$ cat src/rtl/clk_lock_pkg.sv
// clk_lock_pkg: FSM state type, lock-counter default and effective-divisor helper for clk_lock_divider
package clk_lock_pkg;
  typedef enum logic [1:0] {RST, WAIT, LOCKED} state_t;
  localparam int LOCK_CYCLES_DEF = 1024;
  function automatic logic [31:0] div_eff(input logic [31:0] d);
    return (d == 32'd0) ? 32'd1 : d;
  endfunction
endpackage

$ cat src/rtl/clk_lock_divider_ce_divider.sv
// ce_divider: one glitchless clock-enable channel; in clki/rst_n/lock/load/val, out ce (wrap strobe) and ack (divisor applied)
module ce_divider import clk_lock_pkg::*; #(
  parameter int DIV_W = 16,
  parameter int DIV_RESET = 24
) (
  input  logic             clki,
  input  logic             rst_n,
  input  logic             lock,
  input  logic             load,
  input  logic [DIV_W-1:0] val,
  output logic             ce,
  output logic             ack
);
  logic [DIV_W-1:0] div, pend_val, phase;
  logic pend;
  assign ce = lock && (32'(phase) == div_eff(32'(div)) - 32'd1);
  always_ff @(posedge clki or negedge rst_n)
    if (!rst_n) begin
      div <= DIV_W'(DIV_RESET);
      pend_val <= '0;
      pend <= 1'b0;
      phase <= '0;
      ack <= 1'b0;
    end else begin
      ack <= (ce && pend) || (load && !lock);
      div <= (load && !lock) ? val : (ce && pend) ? pend_val : div;
      pend <= lock ? (load || (pend && !ce)) : (pend && !load);
      pend_val <= load ? val : pend_val;
      phase <= (!lock || ce) ? '0 : phase + 1'b1;
    end
endmodule

$ cat src/rtl/clk_lock_divider.sv
// clk_lock_divider: lock qualifier, synchronised fabric reset and NUM_CH ce dividers; in clki/rst_n/mcu_rst/div_val/div_load, out div_ack/lock/rst_out_n/ce, plus loss_cnt when LOSS_CNT_EN is defined
module clk_lock_divider import clk_lock_pkg::*; #(
  parameter int NUM_CH = 2,
  parameter int DIV_W = 16,
  parameter int LOCK_CYCLES = LOCK_CYCLES_DEF,
  parameter int SYNC_STAGES = 2,
  parameter int DIV_RESET = 24
) (
  input  logic                    clki,
  input  logic                    rst_n,
  input  logic                    mcu_rst,
  input  logic [NUM_CH*DIV_W-1:0] div_val,
  input  logic [NUM_CH-1:0]       div_load,
  output logic [NUM_CH-1:0]       div_ack,
  output logic                    lock,
  output logic                    rst_out_n,
  output logic [NUM_CH-1:0]       ce
`ifdef LOSS_CNT_EN
  , output logic [7:0]            loss_cnt
`endif
);
  localparam int LCW = $clog2(LOCK_CYCLES);
  state_t state, state_n;
  logic [SYNC_STAGES-1:0] sync;
  logic [LCW-1:0] cnt;
  logic mcu_rst_s;
  assign mcu_rst_s = sync[SYNC_STAGES-1];
  always_comb begin
    state_n = mcu_rst_s ? RST : (state == RST) ? WAIT :
              (state == WAIT && cnt == LCW'(LOCK_CYCLES - 1)) ? LOCKED : state;
  end
  always_ff @(posedge clki or negedge rst_n)
    if (!rst_n) begin
      sync <= '1;
      state <= RST;
      cnt <= '0;
      lock <= 1'b0;
      rst_out_n <= 1'b0;
    end else begin
      sync <= {sync[SYNC_STAGES-2:0], mcu_rst};
      state <= state_n;
      cnt <= (state == WAIT) ? cnt + 1'b1 : '0;
      lock <= state_n == LOCKED;
      rst_out_n <= state_n == LOCKED;
    end
`ifdef LOSS_CNT_EN
  always_ff @(posedge clki or negedge rst_n)
    if (!rst_n) loss_cnt <= '0;
    else if (state == LOCKED && state_n != LOCKED && loss_cnt != 8'hff) loss_cnt <= loss_cnt + 1'b1;
`endif
  for (genvar g = 0; g < NUM_CH; g++) begin : g_ch
    ce_divider #(.DIV_W(DIV_W), .DIV_RESET(DIV_RESET)) u_div (
      .clki(clki),
      .rst_n(rst_n),
      .lock(lock),
      .load(div_load[g]),
      .val(div_val[g*DIV_W +: DIV_W]),
      .ce(ce[g]),
      .ack(div_ack[g])
    );
  end
endmodule
$ cat config.mk
export PLATFORM = sky130hd
export DESIGN_NAME = clk_lock_divider
export DESIGN_NICKNAME = d
export VERILOG_FILES = /design/src/rtl/clk_lock_pkg.sv /design/src/rtl/clk_lock_divider_ce_divider.sv /design/src/rtl/clk_lock_divider.sv
export SDC_FILE = /design/constraint.sdc
export NUM_CORES = 1
export LEC_CHECK = 0
export BUFFER_PORTS_ARGS = -buffer_cell sky130_fd_sc_hd__buf_2
export CORE_MARGIN = 3
export CORE_UTILIZATION = 50
export DETAILED_ROUTE_END_ITERATION = 12
export PLACE_DENSITY_LB_ADDON = 0.1
export SETUP_SLACK_MARGIN = 0.05
export SLEW_MARGIN = 20
export SYNTH_ARGS = -nofsm -noshare
export SYNTH_HDL_FRONTEND = slang
export SYNTH_SLANG_ARGS = --single-unit
$ cat constraint.sdc
create_clock -name clki -period 4.9 [get_ports clki]
set_clock_uncertainty 0.05 [all_clocks]
set_input_delay 0.245 -clock clki [delete_from_list [all_inputs] [get_ports clki]]
set_output_delay 0.245 -clock clki [all_outputs]
set_load 0.1 [all_outputs]
[Word-level counts from Yosys, hierarchy flattened]
Index checks and enable logic that the tools add are counted.
Storage, ports and cells
  register bits after elaboration: 115
  input port bits: 37
  output and inout bits: 6
Cells by class
  add/subtract/negate cells: 5
  eq/ne operators: 5
  mux-type cells: 14
  reductions and logical operators: 27
Operators with widths (count)
  16-bit 2-to-1 mux: 8
  16-bit by 32-bit == test with 1-bit output: 2
  32-bit by 1-bit subtractor with 32-bit output (second input constant): 2
  16-bit by 1-bit adder with 16-bit output (second input constant): 2
  16-bit logical NOT: 2
  1-bit logical AND: 11
  10-bit by 1-bit adder with 10-bit output (second input constant): 1
  10-bit == test (second input constant): 1
  10-bit 2-to-1 mux: 1
  1-bit logical OR: 6
  2-bit 2-to-1 mux: 3
  1-bit logical NOT: 5
  2-bit nonzero test: 2
  2-bit by 1-bit == test with 1-bit output (second input constant): 1
  2-bit == test (second input constant): 1
  2-bit logical NOT: 1
  1-bit 2-to-1 mux: 2

[Depth between registers and ports, before layout]
  depth after elaboration: 9
  depth in mapped cells: 15

[By module]
A second synthesis with hierarchy kept.
Unflattened totals
  cell total of the unflattened synthesis: 706
  area, all modules: 6696.4 um^2
Modules (own cells, without submodules)
  ce_divider: instances 2, cells an instance 323, area an instance 3020.4 um^2
  clk_lock_divider: instances 1, cells an instance 60, area an instance 655.6 um^2

[Worst setup path before layout]
OpenSTA, ideal clock, no wires.
  path type: reg2out
  from: register g_ch[1].u_div.div[11]
  to: output ce[1]
  data arrival time: 3.610 ns
  path slack: 0.995 ns
  cell stages (with the launch flop): 14
  path buffers: 4
  path through: dfrtp_1 > or4_4 > nor2_2 > a21oi_1 > ha_1 > or3_1 > a31oi_1 > nand4_1 > or4_1 > buf_2 > buf_1 > clkbuf_1 > nor4_1 > buf_4
On the way
  longest elaborated chain between the ends: 5
Ends and longest elaborated chain
  start: declaration: line clk_lock_divider_ce_divider.sv:14  | logic [DIV_W-1:0] div, pend_val, phase;
  start signal: assignment: line clk_lock_divider_ce_divider.sv:19  | div <= DIV_W'(DIV_RESET);
  start signal: assignment: line clk_lock_divider_ce_divider.sv:26  | div <= (load && !lock) ? val : (ce && pend) ? pend_val : div;
  16-bit logical NOT: line clk_lock_pkg.sv:6  | return (d == 32'd0) ? 32'd1 : d;
  16-bit 2-to-1 mux *: line clk_lock_pkg.sv:6
  32-bit by 1-bit subtractor with 32-bit output *: line clk_lock_divider_ce_divider.sv:16  | assign ce = lock && (32'(phase) == div_eff(32'(div)) - 32'd1);
  16-bit by 32-bit == test with 1-bit output *: line clk_lock_divider_ce_divider.sv:16
  1-bit logical AND *: line clk_lock_divider_ce_divider.sv:16
  end: declaration: line clk_lock_divider.sv:17  | output logic [NUM_CH-1:0] ce
Mark *: on every way between the ends. The rest lies on a longest branch, timed or not.

[Worst setup path after layout]
  from: register g_ch[0].u_div.div[9]
  to: output ce[0]
On the way
  longest elaborated chain between the ends: 5
Ends and longest elaborated chain (line)
  start: declaration: clk_lock_divider_ce_divider.sv:14
  start signal: assignment: clk_lock_divider_ce_divider.sv:19
  start signal: assignment: clk_lock_divider_ce_divider.sv:26
  16-bit logical NOT: clk_lock_pkg.sv:6
  16-bit 2-to-1 mux *: clk_lock_pkg.sv:6
  32-bit by 1-bit subtractor with 32-bit output *: clk_lock_divider_ce_divider.sv:16
  16-bit by 32-bit == test with 1-bit output *: clk_lock_divider_ce_divider.sv:16
  1-bit logical AND *: clk_lock_divider_ce_divider.sv:16
Marked as above.

==> flow_summary_export.csv <==
group,metric,value,unit
drt,vias,5200,
setup_path,worstPathArrival,4130,ps
cts,cts.htree.levels,4,
grt,grt_pass1_wl,25500,um
grt,gr-total-overflow,0,
timing,tns,0,ps
place,place_area,6810,um^2
power_and_ir_drop,p_per_area,344,nW/um^2
setup_path,crit_path_end_kind,"output port",
cts,post_cts_buffers,0,
layout,layout-drive-gt1-share,20.0,%
floorplan,dieArea,14600,um^2
layout,areaGrowthSynthToFinish,13.0,%
place,place_ws,798,ps
floorplan,ios,43,
layout,fill_cells,1089,
grt,grt_start_max_net_pins,77,
outcome,status,"completed",
drt,post_drt_wl_per_cell,17.4,um
timing,worstMarginPinSlew,960,ps
cts,clock-root-buffer,"clkbuf_16",
place,hpwl,10600,um
worst_hold_path,min_path_type,"input port to register",
setup_path,worstPathMaxFanout,8,
layout,fin_nets,742,
floorplan,start_util,51.7,%
cts,cts.reportedPaths.clkPinSlew,50,ps
timing,setup_viol,0,
synthesis,ys_seq_area_share,43.7,%
run,drv_cap,0,
drt,antenna_left,0,
layout,multi_input_area,3420,um^2
synthesis,synthArstFlopShare,100,%
synthesis,avgSynthCellArea,9.74,um^2
cts,clock_sinks,115,
cts,clock_path_buffers,2,
synthesis,ys_warn_count,0,
cts,tritoncts,"yes",
timing,final.setup.worst_slack,478,ps
layout,seq_area,2890,um^2
floorplan,core_area,12800,um^2
setup_path,timing_worst_setup_path_type,"register to output port",
power_and_ir_drop,vdd_drop_max,0.000235,V
timing,maxSlewViolCount,0,
layout,layout_commonest_cell,"dfrtp_1",
layout,layout_common_cells,"dfrtp_1 (109), nor2_1 (77), nand3_1 (61)",
synthesis,ys_seq_elements,115,
drt,route.detailed.drc,0,
synthesis,syn_inst,678,
grt,antenna_found_initial,0,
timing,period_minus_slack,4420,ps
floorplan,die_w,121,um
grt,grt_pass1_vias,4965,
synthesis,netlist_area,6600,um^2
layout,stdcell_area,7460,um^2
cts,clock_latency,420,ps
synthesis,ys_types,77,
synthesis,synth_fp_nets,722,
drt,wirelength,15400,um
synthesis,ys.flop_type,"dfrtp_1",
timing,relSlewSlack,36.0,%
synthesis,synth_edf_count,0,
drt,firstDrtPassIters,4,
cts,cts_inserted_buffers,17,
place,gp_congestion,0.833,
setup_path,start_kind,"register",
place,io_buffers,42,
layout,antennaDiodeCount,0,
floorplan,die-height,121,um
timing,grt_setup_unrepaired,"no",
layout,utilization,58.4,%
drt,vias_per_cell,5.89,
timing,fmax,226,MHz
grt,grt_use_total,22.0,%
timing,min_period_over_period,90.2,%
power_and_ir_drop,p_leak,2.94,nW
timing,hold_violations,0,
floorplan,fp-row-count,41,
setup_path,cp_data_required_time,4610,ps
drt,drtIter0Drc,413,
[routing by layer]
| metal | wire length, um | GRT usage [%] |
|---|---|---|
| met1 | 7510 | 32.6 |
| met2 | 6940 | 31.8 |
| met3 | 665 | 4.90 |
| met4 | 240 | 7.44 |
| met5 | 0 | 0 |
[area by class of cell]
class	instances	area share (%)
clock buffer	23	6.41
clock inverter	9	1.74
sequential	115	38.7
inverter	13	0.654
multi-input combinational	501	45.9
tap	172	2.88
timing repair buffer	50	3.72
[cell families (layout without fill, tap and decap cells)]
group | after synthesis | in the layout | synth area share (%)
simple gates | 279 | 279 | 23.3
compound gates | 116 | 116 | 12.5
flops | 115 | 115 | 43.7
xor+xnor | 62 | 62 | 8.22
buf+inv | 62 | 95 | 4.72
mux | 37 | 37 | 6.25
fa+ha+maj | 7 | 7 | 1.33
[Yosys cell counts, drive strengths merged, types with 3 or more instances]
cell      n  area [um^2]
dfrtp   109         2730
nor2     79          315
nand3    61          305
nand2    37          139
mux2     34          383
xnor2    31          272
xor2     31          272
clkbuf   30          126
a31oi    26          163
o21ai    25          125
or4      25          195
o31ai    20          169
buf      18          126
and3     14         87.6
inv      13         48.8
nor4     13          124
o211ai   13          103
nor3     11         55.1
a21oi     9         45.0
ha        7         87.6
dfstp     6          158
nand2b    6         37.5
nand4     5         31.3
nor2b     4         25.0
nor3b     4         35.0
or3       4         25.0
mux2i     3         30.0
o31a      3         27.5
[repair_timing]
| item | in CTS | in global routing |
|---|---|---|
| endpoints found under the setup margin | 0 | 1 |
| gates resized for setup | 0 | 2 |
| hold buffers | 2 | 0 |
| endpoints found under the hold margin | 74 | 0 |
[power breakdown]
group,switching (mW),internal [mW]
logic,0.123,0.0999
registers,0.0683,1.01
clock network,0.429,0.838
[worst max-delay path: stages (launching register included)]
cell       delay, ps
dfrtp_1          490
nor4_4           470
nand3_1          180
nor4b_1          340
ha_1             310
xor2_1           140
o2111ai_1        120
nor4_1           280
nand4_1          210
nor4b_4          390
and4_1           320
buf_2            450
[through the flow]
| step | hold WS [ps] | instances | power, mW |
|---|---|---|---|
| after floorplan | -101 | 678 | 1.23 |
| after global placement | 296 | 849 | 1.31 |
| after detailed placement | 300 | 849 | 1.31 |
| after CTS | 13.5 | 883 | 2.58 |
| after global routing | 22.8 | 883 | 2.67 |
| final | 25.1 | 883 | 2.57 |
[flip-flops by register name, indices dropped and copies added, names as in the netlist]
name	flops
sync	2
g_ch.u_div.pend	2
cnt	10
state	2
g_ch.u_div.ack	2
g_ch.u_div.phase	32
rst_out_n	1
g_ch.u_div.div	32
g_ch.u_div.pend_val	32
[final timing paths]
kind | from | endpoint | slack, ps | cells after the start
worst max-delay path | g_ch[0].u_div.div[9]$_DFFE_PN0P_ | ce[0] | 480 | 11
worst min-delay path | div_val[14] | g_ch[0].u_div.div[14]$_DFFE_PN0P_ | 30 | 3
worst max register to register | g_ch[0].u_div.div[3]$_DFFE_PN1P_ | g_ch[0].u_div.div[15]$_DFFE_PN0P_ | 900 | 10
worst min register to register | sync[0]$_DFF_PN1_ | sync[1]$_DFF_PN1_ | 310 | 0
max in group asynchronous | rst_n | sync[0]$_DFF_PN1_ | 3200 | 3
min in group asynchronous | rst_n | g_ch[0].u_div.phase[15]$_DFF_PN0_ | 490 | 2
(Power assumes the default switching activity.)
